File: src/rtl/shift_wb_fifo.sv
// Two-entry writeback FIFO behind the barrel shifter: captures each result with its
// destination tag and N/Z/C flags, and presents the oldest entry to writeback.
module shift_wb_fifo #(
    parameter int TAGW = 3
) (
    input  logic            Clock,
    input  logic            Reset,
    input  logic            flush,
    input  logic            in_valid,
    output logic            in_ready,
    input  logic [1:0]      shift_type,
    input  logic [3:0]      shift,
    input  logic [15:0]     data_in,
    input  logic [15:0]     data_out,
    input  logic [TAGW-1:0] rd,
    output logic            out_valid,
    input  logic            out_ready,
    output logic [15:0]     out_data,
    output logic [TAGW-1:0] out_rd,
    output logic            out_n,
    output logic            out_z,
    output logic            out_c
);

    typedef enum logic [1:0] {
        SH_LSL = 2'b00,
        SH_LSR = 2'b01,
        SH_ASR = 2'b10,
        SH_ROR = 2'b11
    } shift_op_e;

    typedef struct packed {
        logic [15:0]     data;
        logic [TAGW-1:0] rd;
        logic            n;
        logic            z;
        logic            c;
    } entry_t;

    entry_t     mem [2];
    logic       head;
    logic       tail;
    logic [1:0] count;
    logic       push;
    logic       pop;
    logic       carry;
    entry_t     new_entry;

    // Carry is the last bit shifted out of the operand; a zero shift shifts nothing out.
    always_comb begin
        // NOTE: default first so every path assigns carry and no latch is inferred.
        carry = 1'b0;
        if (shift != 4'd0) begin
            case (shift_op_e'(shift_type))
                SH_LSL:         carry = data_in[4'(5'd16 - {1'b0, shift})];
                SH_LSR, SH_ASR: carry = data_in[shift - 4'd1];
                SH_ROR:         carry = data_out[15];
                default:        carry = 1'b0;
            endcase
        end
    end

    assign new_entry = '{data: data_out, rd: rd, n: data_out[15],
                         z: (data_out == 16'h0000), c: carry};

    // Handshakes depend only on registered count, so in_ready never sees out_ready.
    assign in_ready  = (count != 2'd2);
    assign out_valid = (count != 2'd0);
    assign push      = in_valid && in_ready;
    assign pop       = out_valid && out_ready;

    always_ff @(posedge Clock or posedge Reset) begin
        if (Reset) begin
            // NOTE: non-blocking assignments for all sequential state.
            count <= 2'd0;
            head  <= 1'b0;
            tail  <= 1'b0;
        end else if (flush) begin
            count <= 2'd0;
            head  <= 1'b0;
            tail  <= 1'b0;
        end else begin
            if (push) tail <= ~tail;
            if (pop)  head <= ~head;
            case ({push, pop})
                2'b10:   count <= count + 2'd1;
                2'b01:   count <= count - 2'd1;
                default: count <= count;
            endcase
        end
    end

    // NOTE: storage is not reset; stale contents are never visible because outputs are gated by out_valid.
    always_ff @(posedge Clock) begin
        if (push && !flush) mem[tail] <= new_entry;
    end

    always_comb begin
        {out_data, out_rd, out_n, out_z, out_c} = '0;
        if (out_valid) {out_data, out_rd, out_n, out_z, out_c} = mem[head];
    end

endmodule

File: config.mk
export PLATFORM = sky130hd
export DESIGN_NAME = shift_wb_fifo
export DESIGN_NICKNAME = d
export VERILOG_FILES = /design/src/rtl/shift_wb_fifo.sv
export SDC_FILE = /design/constraint.sdc
export NUM_CORES = 1
export LEC_CHECK = 0
export ABC_CLOCK_PERIOD_IN_PS = 7250
export CAP_MARGIN = 40
export CORE_MARGIN = 2
export CORE_UTILIZATION = 50
export DETAILED_ROUTE_END_ITERATION = 16
export PLACE_DENSITY_LB_ADDON = 0.12
export SLEW_MARGIN = 20
export SYNTH_ARGS = -nofsm -noshare
export SYNTH_HDL_FRONTEND = slang
export SYNTH_SLANG_ARGS = --single-unit
File: constraint.sdc
create_clock -name Clock -period 7.25 [get_ports Clock]
set_clock_uncertainty 0.1 [all_clocks]
set_input_delay 1.45 -clock Clock [delete_from_list [all_inputs] [get_ports Clock]]
set_output_delay 1.45 -clock Clock [all_outputs]
set_load 0.005 [all_outputs]
==> flow_summary.ini <==
[die]
design.core.area_um2 = 4350
initial_core_util_pct = 52.2
ios = 70
die_h_um = 71.4
row_count = 24
die-area_um2 = 5100
die_w_um = 71.4

[synthesis]
synthArstFlopShare_pct = 8.70
avgSynthCellArea_um2 = 14.6
synth-edff-count = 42
syn_area_um2 = 2270
synth_top_cell_by_area = edfxtp_1
synth_seq_cells = 46
synth_most_common_cell = edfxtp_1
ys_types = 29
postSynthCellCount = 156
synth_commonest_cells = 42 x edfxtp_1, 27 x nor2_1, 24 x mux2i_1, 8 x inv_1, 8 x mux4_1
yosys_warnings = 0
yosysSeqAreaShare_pct = 59.9
synth_top_area_share_pct = 55.5
synth_ff_type = edfxtp_1
synth_nets = 206
synth_area_leaders = edfxtp_1 56%, mux2i_1 11%, mux4_1 9.3%

[drt]
wl_met2_um = 2380
wl_met3_um = 234
drc = 0
routedWlPerCell_um = 15.7
drt_pass1_iterations = 4
top_layer = met4
viasPerCell = 5.44
routed_wl_um = 4390
drtIter0Drc = 68
ant_nets = 0
wl_met1_um = 1760
route.vias.total = 1523

[hold_path]
hold_class = reg -> reg
hold_path_end = tail
hold_depth = 2
hold_start = tail

[placement]
place_congestion = 0.782
port_buffers = 69
dp_cells = 272
postPlaceCellArea_um2 = 3010
dp_hpwl_um = 3320

[worst_setup_path]
crit_arrival_ns = 3.93
cp_max_fo = 10
crit_cells = 7
path_cells = clkdlybuf4s50_1 > inv_1 > ha_1 > mux4_1 > mux2_2 > o32ai_2 > a211oi_1
r2r-start = count[0]
end_kind = flip-flop
critPathKind = in -> reg
start_kind = primary input
r2r_end = mem[1][7]
r2r_cells = 4
slowest_delay_ns = 0.71
worst_ep_required_time_ns = 7.18
crit_buf_inv = 2
crit_slowest_cell = clkdlybuf4s50_1
regToRegSetupSlack_ns = 5.58
critPathTopFamily = multiplexers

[clocking]
htree_num_levels = 2
clock_path_buffers = 2
ctsResizeCount = 0
tritoncts = done
clk_pin_slew_ns = 0.08
clock-sinks = 46
numCtsBuffers = 5
clkLatencyLatePin_ns = 0.29
cts-hold-fix-buffers = 0
cts-root-buf = clkbuf_8
cts_setup_buffers = 0

[timing]
rsz0062_at_grt = false
worstMarginPinSlew_ns = 0.802
whs_ns = 0.530
min_period_ns = 3.99
finalSetupTns_ns = 0
max_freq_mhz = 250
post-route-period-util_pct = 55.1
finalSetupViolations = 0
slew_headroom_pct = 46.3
drv_slew = 0
hold_viol_final = 0

[status]
outcome = finished, final reports clean

[cells_and_area]
nFillCells = 291
multi_input_area_um2 = 840
design_area_um2 = 3120
diodes = 0
syn_to_final_growth_pct = 37.4
drive_above_1_share_pct = 7.46
nets = 277
instances_no_fill = 280
seq_area_um2 = 1360

[pwr]
pwr-share-comb_pct = 18.1
p_switching_w = 0.000137
ir_drop_mv = 0.139
swShare_pct = 22.5
intPower_w = 0.000475
pwr-share-clk_pct = 30.9
powerDensity_nw_per_um2 = 196
seqPwrFrac_pct = 51.0
p_leak_nw = 1.12

[global_routing]
grt_max_degree = 23
gr-total-overflow = 0
grt_pass1_vias = 1559
gr-usage-all-layers_pct = 17.7
antenna_found_initial = 0
grt_pass1_wl_um = 7020

[flow_run]
max_cap_violations = 0
[per-stage QoR]
stage,util [%],power (W),setup slack [ns]
floorplan,-,0.000370,3.58
global placement,69.1,0.000426,3.04
detailed placement,69.1,0.000431,2.96
CTS,71.7,0.000618,3.26
global route,71.7,0.000637,3.14
finish,71.7,0.000612,3.26
[worst reg2reg max path: stages, from the launching register on]
cell and delay (ns):
dfrtp_1 0.43, nand2b_1 0.18, nand2_1 0.14, nor3b_2 0.18, buf_4 0.32
[routing by layer]
layer,global-route usage (%),up-vias
li1,-,733
met5,0,-
met2,33.0,51
met4,3.56,0
met1,20.1,737
met3,5.20,2
[final cells by class]
type / instances / area share (%)
flip-flops and latches: 46 / 43.6
multi-input cells: 94 / 26.9
repair buffers: 72 / 22.8
clock buffers: 5 / 2.20
well taps: 52 / 2.08
clock inverters: 3 / 1.40
inverters: 8 / 0.962
[cells by family after synthesis]
group                      Yosys count  synth area share, %
and+or+nand+nor                     43                 8.87
adders and majority gates            4                 2.20
muxes                               34                 20.8
AOI/OAI and AO/OA                    8                 2.70
xor gates and xnor gates             5                 1.93
buffers and inverters               16                 3.58
DFF                                 46                 59.9
[state kept, by name (all words and copies together) (netlist names)]
signal / count
count: 2
mem: 42
head: 1
tail: 1
[how the worst max path moves through the flow]
stage | startpoint | to | slack (ns)
2_1_floorplan | in_valid | mem[1][0] | 3.58
3_3_place_gp | shift[0] | mem[0][0] | 3.04
3_5_place_dp | shift[0] | mem[0][0] | 2.96
4_1_cts | shift[0] | mem[0][0] | 3.26
5_1_grt | shift[0] | mem[0][0] | 3.14
6_report | shift[0] | mem[0][0] | 3.26
[power groups by stage]
stage	clock (W)	sequential (W)	combinational [W]
6_report	0.000189	0.000312	0.000111
5_1_grt	0.000204	0.000314	0.000120
4_1_cts	0.000193	0.000312	0.000113
3_5_place_dp	0	0.000318	0.000112
3_3_place_gp	0	0.000317	0.000109
2_1_floorplan	0	0.000312	0.0000578
[cell usage in the layout, fill, tap and decap left out]
cell type         n
inv_6             1
buf_4             3
bufinv_16         1
mux2_2            2
nor4_1            4
and4_1            1
clkbuf_8          5
a21oi_1           2
mux2i_1          24
nor2_1           27
xnor2_1           2
ha_1              4
o31a_1            1
nand3_1           1
o21ai_0           1
nor3_2            1
nor3b_2           1
dfrtp_2           1
nand2b_1          3
nor3_1            1
a31oi_1           1
inv_1             8
edfxtp_1         42
nand3b_1          1
and3_1            1
mux4_1            8
a211oi_1          2
o32ai_2           1
dfrtp_1           3
nor3b_1           1
xor2_1            3
nand2_1           1
clkinv_2          1
clkdlybuf4s50_1  69
Power figures use the tool's default switching activity.
